[src/rtl/unified_mem_arbiter_pkg.sv]
// Shared types for the unified memory arbiter: FSM encoding and
// default RAM latency.
package unified_mem_arbiter_pkg;

    typedef enum logic [1:0] {
        ST_IDLE = 2'b00,
        ST_DATA = 2'b01,
        ST_INST = 2'b10
    } arbState_t;

    localparam int DefMemLatency = 2;
    localparam int CntW          = 4;

endpackage

[src/rtl/unified_mem_arbiter_counter.sv]
// Down-counter that tracks cycles remaining on the outstanding RAM access.
// Loads on grant, counts to zero and rests there.
module mem_latency_counter
    import unified_mem_arbiter_pkg::*;
(
    input  logic            clk,
    input  logic            reset,
    input  logic            load,
    input  logic [CntW-1:0] value,
    output logic [CntW-1:0] count,
    output logic            zero
);

    always_ff @(posedge clk) begin
        if (reset) begin
            count <= '0;
        end else if (load) begin
            count <= value;
        end else if (count != '0) begin
            count <= count - 1'b1;
        end
    end

    assign zero = (count == '0);

endmodule

[src/rtl/unified_mem_arbiter.sv]
// Arbitrates the single-ported unified RAM between instruction fetch and
// the load/store stage, and stalls the loser until its access completes.
module unified_mem_arbiter
    import unified_mem_arbiter_pkg::*;
#(
    parameter int ADDR_W      = 32,
    parameter int DATA_W      = 32,
    parameter int MEM_LATENCY = DefMemLatency
) (
    input  logic              clk,
    input  logic              reset,
    input  logic              if_req,
    input  logic [ADDR_W-1:0] if_addr,
    output logic [DATA_W-1:0] if_rdata,
    output logic              if_done,
    input  logic              mem_rd,
    input  logic              mem_wr,
    input  logic [ADDR_W-1:0] mem_addr,
    input  logic [DATA_W-1:0] mem_wdata,
    output logic [DATA_W-1:0] mem_rdata,
    output logic              mem_done,
    output logic              stall_if,
    output logic              stall_mem,
    output logic              ram_en,
    output logic              ram_we,
    output logic [ADDR_W-1:0] ram_addr,
    output logic [DATA_W-1:0] ram_wdata,
    input  logic [DATA_W-1:0] ram_rdata
);

    localparam logic [CntW-1:0] LatVal = CntW'(MEM_LATENCY);

    arbState_t         state;
    arbState_t         nextState;
    logic [CntW-1:0]   cnt;
    logic              cntZero;
    logic              cntLoad;
    logic              isStoreQ;
    logic              abortQ;
    logic [ADDR_W-1:0] ramAddrQ;
    logic [DATA_W-1:0] ramWdataQ;
    logic [DATA_W-1:0] ifRdataQ;
    logic [DATA_W-1:0] memRdataQ;

    logic busy;
    logic dataComplete;
    logic instComplete;
    logic ifDone;
    logic loadDone;
    logic dataReq;
    logic instReq;
    logic select;
    logic grantData;
    logic grantInst;

    mem_latency_counter uLatCnt (
        .clk   (clk),
        .reset (reset),
        .load  (cntLoad),
        .value (LatVal),
        .count (cnt),
        .zero  (cntZero)
    );

    assign busy         = (state != ST_IDLE);
    assign dataComplete = (state == ST_DATA) & cntZero;
    assign instComplete = (state == ST_INST) & cntZero;

    // A flushed fetch still finishes on the RAM side but is not reported.
    assign ifDone   = instComplete & if_req & ~abortQ;
    assign loadDone = dataComplete & ~isStoreQ;

    // The request being retired this cycle must not win the next grant.
    assign dataReq = (mem_rd | mem_wr) & ~dataComplete;
    assign instReq = if_req & ~ifDone;
    assign select  = (state == ST_IDLE) | dataComplete | instComplete;

    always_comb begin
        nextState = state;
        grantData = 1'b0;
        grantInst = 1'b0;
        if (select) begin
            if (dataReq) begin
                nextState = ST_DATA;
                grantData = 1'b1;
            end else if (instReq) begin
                nextState = ST_INST;
                grantInst = 1'b1;
            end else begin
                nextState = ST_IDLE;
            end
        end
    end

    assign cntLoad = grantData | grantInst;

    always_ff @(posedge clk) begin
        if (reset) begin
            state     <= ST_IDLE;
            isStoreQ  <= 1'b0;
            abortQ    <= 1'b0;
            ramAddrQ  <= '0;
            ramWdataQ <= '0;
            ifRdataQ  <= '0;
            memRdataQ <= '0;
        end else begin
            state <= nextState;
            if (grantData) begin
                ramAddrQ <= mem_addr;
                isStoreQ <= mem_wr;
                if (mem_wr) begin
                    ramWdataQ <= mem_wdata;
                end
            end else if (grantInst) begin
                ramAddrQ <= if_addr;
                isStoreQ <= 1'b0;
            end
            if (cntLoad) begin
                abortQ <= 1'b0;
            end else if ((state == ST_INST) && !if_req) begin
                abortQ <= 1'b1;
            end
            if (ifDone) begin
                ifRdataQ <= ram_rdata;
            end
            if (loadDone) begin
                memRdataQ <= ram_rdata;
            end
        end
    end

    // The issue cycle is the only busy cycle with the counter still full.
    assign ram_en    = busy & (cnt == LatVal);
    assign ram_we    = ram_en & isStoreQ;
    assign ram_addr  = ramAddrQ;
    assign ram_wdata = ramWdataQ;

    assign if_done   = ifDone;
    assign mem_done  = dataComplete;
    assign if_rdata  = ifDone ? ram_rdata : ifRdataQ;
    assign mem_rdata = loadDone ? ram_rdata : memRdataQ;

    assign stall_if  = if_req & ~ifDone;
    assign stall_mem = (mem_rd | mem_wr) & ~dataComplete;

endmodule

[config.mk]
export PLATFORM = sky130hd
export DESIGN_NAME = unified_mem_arbiter
export DESIGN_NICKNAME = d
export VERILOG_FILES = /design/src/rtl/unified_mem_arbiter_pkg.sv /design/src/rtl/unified_mem_arbiter_counter.sv /design/src/rtl/unified_mem_arbiter.sv
export SDC_FILE = /design/constraint.sdc
export NUM_CORES = 1
export LEC_CHECK = 0
export BUFFER_PORTS_ARGS = -buffer_cell sky130_fd_sc_hd__buf_2
export CORE_MARGIN = 2
export CORE_UTILIZATION = 40
export CTS_CLUSTER_SIZE = 14
export DETAILED_ROUTE_END_ITERATION = 8
export GPL_ROUTABILITY_DRIVEN = 0
export PLACE_DENSITY = 0.73
export SKIP_CTS_REPAIR_TIMING = 1
export SYNTH_ARGS = -nofsm -noshare
export SYNTH_HDL_FRONTEND = slang
export SYNTH_SLANG_ARGS = --single-unit
[constraint.sdc]
create_clock -name clk -period 3.5 [get_ports clk]
set_input_delay 0.7 -clock clk [delete_from_list [all_inputs] [get_ports clk]]
set_output_delay 0.7 -clock clk [all_outputs]
set_load 0.005 [all_outputs]
======== Word level (Yosys, flattened, before mapping) ========
Index checks and enable logic that the tools add are counted.
storage, ports and cells
  register bits after elaboration ......... 136
  bits in latches ......................... 0
  memory bits (writable) .................. 0
  bits in read-only memories .............. 0
  output and inout port bits .............. 134
  word-level logic and storage cells ...... 55
  memories ................................ 0
operators by class
  add/subtract/negate cells ............... 1
  $mul .................................... 0
  div/mod/pow operators ................... 0
  magnitude comparators ................... 0
  equal/unequal tests ..................... 3
  shift-type cells ........................ 0
  mux-type cells .......................... 15
  bitwise logic cells ..................... 17
  reductions and logical operators ........ 10
operators with widths
  operator             count
  $mux 32              4
  $and 1x1->1          9
  $mux 2               4
  $mux 1               7
  $reduce_bool 2->1    3
  $eq 4x2->1 const B   1
  $logic_not 4->1      1
  $not 1->1            4
  $or 1x1->1           4
  $reduce_bool 4->1    1
  $sub 4x1->4 const B  1
  $eq 2x1->1 const B   1
  $eq 2x2->1 const B   1
  $logic_not 2->1      1
  $reduce_and 2->1     1
  $reduce_or 2->1      1
  $logic_and 1x1->1    1
  $logic_not 1->1      1

======== Logic depth before layout (Yosys ltp) ========
  depth after elaboration ................. 11
  depth in mapped cells ................... 8

======== Modules after synthesis ========
Synthesis repeated with hierarchy kept, for this count alone.
second synthesis, totals
  cell total of the unflattened synthesis .. 585
  area, all modules ....................... 5630.4 um^2
modules (own cells, without submodules)
  module               times used  cells each  area an instance (um^2)  sequential area each (um^2)
  unified_mem_arbiter  1           561         5401.4                   2642.5
  mem_latency_counter  1           24          229.0                    80.1

======== Least setup slack after synthesis ========
OpenSTA, ideal clock, no wires.
  kind .................................... register -> output
  from .................................... reg uLatCnt.count[0]
  to ...................................... out mem_rdata[21]
  data arrival time ....................... 1789 ps
  data required time ...................... 2800 ps
  path slack .............................. 1011 ps
  cell stages (with the launch flop) ...... 7
  path buffers ............................ 3
  cell sequence ........................... dfxtp_1 -> buf_4 -> or4_1 -> buf_4 -> nor3_4 -> buf_4 -> mux2_2
on the way
  cells in the longest elaborated chain, start to end .. 4
ends and longest elaborated chain
  what                      line                               source
  start: declaration        unified_mem_arbiter_counter.sv:10  output logic [CntW-1:0] count,
  start signal: assignment  unified_mem_arbiter_counter.sv:18  count <= value;
  start signal: assignment  unified_mem_arbiter_counter.sv:20  count <= count - 1'b1;
  $logic_not 4->1           unified_mem_arbiter_counter.sv:24  assign zero = (count == '0);
  $and 1x1->1               unified_mem_arbiter.sv:66          assign dataComplete = (state == ST_DATA) & cntZero;
  $and 1x1->1               unified_mem_arbiter.sv:71          assign loadDone = dataComplete & ~isStoreQ;
  $mux 32                   --
  end: declaration          unified_mem_arbiter.sv:20          output logic [DATA_W-1:0] mem_rdata,
Every way passes these cells.

======== Final worst setup path ========
  from .................................... reg uLatCnt.count[1]
  to ...................................... out mem_rdata[15]
Same word-level chain as after synthesis.

==> summary.txt <==
Status
  • Status: completed

Timing
  • Setup-failing EPs final: 0
  • Period utilization: 95.0%
  • Layout Skew: between 0.006 and 0.007 ns
  • Final WS setup: roughly 0.17 ns
  • Worst slew margin relative to its limit: between 50% and 60%
  • Shortest period the worst path allows: between 3 and 4 ns
  • Sum of negative setup slack: 0 ns
  • Fin. Hold Viols: 0
  • RSZ-0062 raised after global routing: false
  • Worst Max-Slew Pin Slew: between 0.6 and 0.7 ns
  • Max Transition Viols Final: 0
  • Fmax: 0.301 GHz

Critical path
  • Register-to-Register Path Depth: 5
  • Crit Path Max Fanout: 32
  • Cell Chain, Critical Path: or4_1 > nor3_4 > buf_4 > mux2_2 > buf_2
  • Critical path required time: ~2.8 ns
  • CP Launch Point: uLatCnt.count[1]$_SDFFE_PP0P_
  • Slowest stage delay, CP: 0.73 ns
  • Critical Path Slowest Stage Cell: or4_1
  • Critical Path AT: roughly 2.6 ns
  • Worst Setup End Kind: primary output
  • WS Path Type: flip-flop to primary output
  • Reg2reg setup slack: about 1.1 ns
  • Reg2reg start: uLatCnt.count[1]$_SDFFE_PP0P_
  • Crit path launch type: flip-flop
  • FF-to-FF End: ram_addr[31]$_SDFFE_PP0P_

Drt
  • Drt pass-1 iters: 5
  • Final wirelength: 14.8 mm
  • DR vias: 5034
  • # DRC: 0
  • Number of vias per cell: between 4 and 5
  • Antenna-violating nets left: 0
  • DR WL/cell: 14.5 µm
  • Starting DRT DRC Count: approximately 240

Die
  • Die area: around 15000 µm²
  • Core Footprint: approximately 13000 µm²
  • Die Width: 122 µm
  • Starting Density: 41.3%
  • Die Y-Extent: 122 µm
  • Row Count: 42
  • IO Count: approximately 270

Cells and area
  • Multi-input logic area: around 2500 µm²
  • Most frequent cells in the layout: 265 x buf_2, 136 x dfxtp_1, 131 x nand2_1
  • Area occupied by registers: approximately 2700 µm²
  • Antenna cells: 0
  • Nets: 970
  • Fill count: between 1k and 1.5k
  • Area growth, synth to finish: 36.8%
  • Share of cells above drive strength 1: roughly 44%
  • Commonest non-fill, non-tap cell in the layout: buf_2

Synthesis
  • Netlist cell types: 35
  • Syn avg cell area: approximately 9.4 µm²
  • Synthesized flop and latch total: between 100 and 150
  • Number of synthesis warnings: 0
  • Share of the synthesized area in the top cell type: 49.2%
  • Area leader, netlist: dfxtp_1
  • Synthesized Nets: approximately 720
  • Mapped cell area: 5540 µm²
  • Post-synthesis sequential area ratio: about 50%
  • Main area contributors after synthesis: dfxtp_1 49%, mux2_2 12%, nand2_1 8.9%, nor2b_1 7.3%, a311oi_1 5.1%
  • Post-Synthesis Cells: 591

Global routing
  • GRT overflow: 0
  • Largest net degree at the start of global routing: between 60 and 70
  • Antenna violations before repair: 1
  • GR Util All Layers: about a fifth
  • Vias in the first global route: 4649
  • First-pass GRT wire length: between 20 and 25 mm

Power and ir drop
  • Sequential group share of total power: 39.0%
  • VDD IR max: between 0.2 and 0.3 mV
  • Pleak: ~3.7 nW
  • PwrDens: 593 nW/µm²
  • Psw: about 1.1 mW
  • P_int: around 3.4 mW
  • Sw Share: around a quarter
  • Comb pwr share: 18.4%
  • Clock share of power: 42.6%

Clocking
  • Clk pin slew, worst setup/hold paths: approximately 0.060 ns
  • Clk Latency, worst-skew pair: around 0.4 ns
  • CTS tree: built
  • Num CTS Buffers: 17
  • Clk root buf: clkbuf_16
  • H-tree depth: 4
  • Clock buffer depth: 2
  • Num Clock Sinks: between 100 and 150

Hold path
  • Hold Path Stages: 2
  • Hold path endpoint: ram_wdata[16]$_SDFFE_PP0P_
  • Critical hold path startpoint: ram_wdata[16]$_SDFFE_PP0P_
  • Worst Hold Class: flip-flop to flip-flop

Placement
  • PortBufs: 266
  • Estimated wirelength of the detail-placed design: around 10 mm
  • Pre-CTS setup slack: slightly below 0.6 ns

Run
  • Max-cap violation count: 0
-- state kept, by name (all words and copies together) (netlist names) --
signal and cells:
abortQ 1, ifRdataQ 32, isStoreQ 1, memRdataQ 32, ram_addr 32, ram_wdata 32, state 2, uLatCnt.count 4
-- per-layer routing --
metal	up-vias	part of all wire [%]	global-route usage, %
met4	0	1.4	7.54
met2	208	48	32.5
met3	17	8.0	6.79
li1	2502	-	-
met5	-	0	0
met1	2307	43	23.4
-- power by group through the flow --
stage	Combinational (mW)	Clock, mW	Sequential, mW
after CTS	0.838	1.95	1.75
after detailed placement	0.834	0	1.78
after global placement	0.828	0	1.78
after global routing	0.911	2.03	1.77
after floorplan	0.514	0	1.78
final	0.827	1.91	1.75
-- synth_stat cells, drive strengths merged --
cell and n:
a2bb2oi 1, nor3b 1, or3 1, dfxtp 136, a21oi 33, o31ai 1, nor2b 65, clkbuf 35
or2 2, nand2b 1, nand2 131, nor3 40, nor2 10, nand3 2, and3 2, o31a 1
o41ai 1, mux2i 1, and2 1, inv 4, mux2 64, a31oi 2, a31o 1, nor4 2
o41a 1, or4 1, o32ai 1, buf 15, a211oi 1, a311oi 32, o21ai 2
-- critical path: cells and delay by family (launching register included) --
family | cells | cell delay, ns
multiplexers | 1 | 0.40
AND/OR/NAND/NOR | 2 | 0.90
flip-flops | 1 | 0.36
buffers and inverters | 2 | 0.54
-- worst max path at each step --
stage	cells past startpoint	to	slack [ns]
floorplan	6	mem_rdata[21]	1.01
global placement	5	mem_rdata[2]	0.61
detailed placement	5	mem_rdata[0]	0.59
CTS	5	mem_rdata[0]	0.14
global route	5	mem_rdata[15]	0.06
finish	5	mem_rdata[15]	0.17
-- cells by family (layout without fill, tap and decap cells) --
logic type	after synthesis	in the layout	share of synthesized area, %
and+or+nand+nor	259	259	22.2
DFF	136	136	49.2
AOI/OAI and AO/OA	77	77	10.3
muxes	65	65	13.2
buffers and inverters	54	310	5.15
-- stage by stage --
step | util [%] | cell area [µm²] | hold slack [ns] | power (mW) | instances
after global routing | 56.5 | 7570 | 0.466 | 4.71 | 1023
after global placement | 51.8 | 6940 | 0.440 | 2.61 | 994
after floorplan | - | 5540 | 0.453 | 2.30 | 591
final | 56.5 | 7570 | 0.449 | 4.49 | 1023
after CTS | 56.5 | 7570 | 0.451 | 4.54 | 1023
after detailed placement | 51.8 | 6940 | 0.443 | 2.62 | 994
-- layout make-up --
cell class | count | share of cell area (%)
inverter | 4 | 0.198
tap | 176 | 2.91
clock inverter | 7 | 1.87
sequential | 136 | 35.9
multi-input combinational | 401 | 33.5
clock buffer | 22 | 6.53
timing repair buffer | 277 | 19.0
Note: power is estimated with default switching activity, not from simulation.
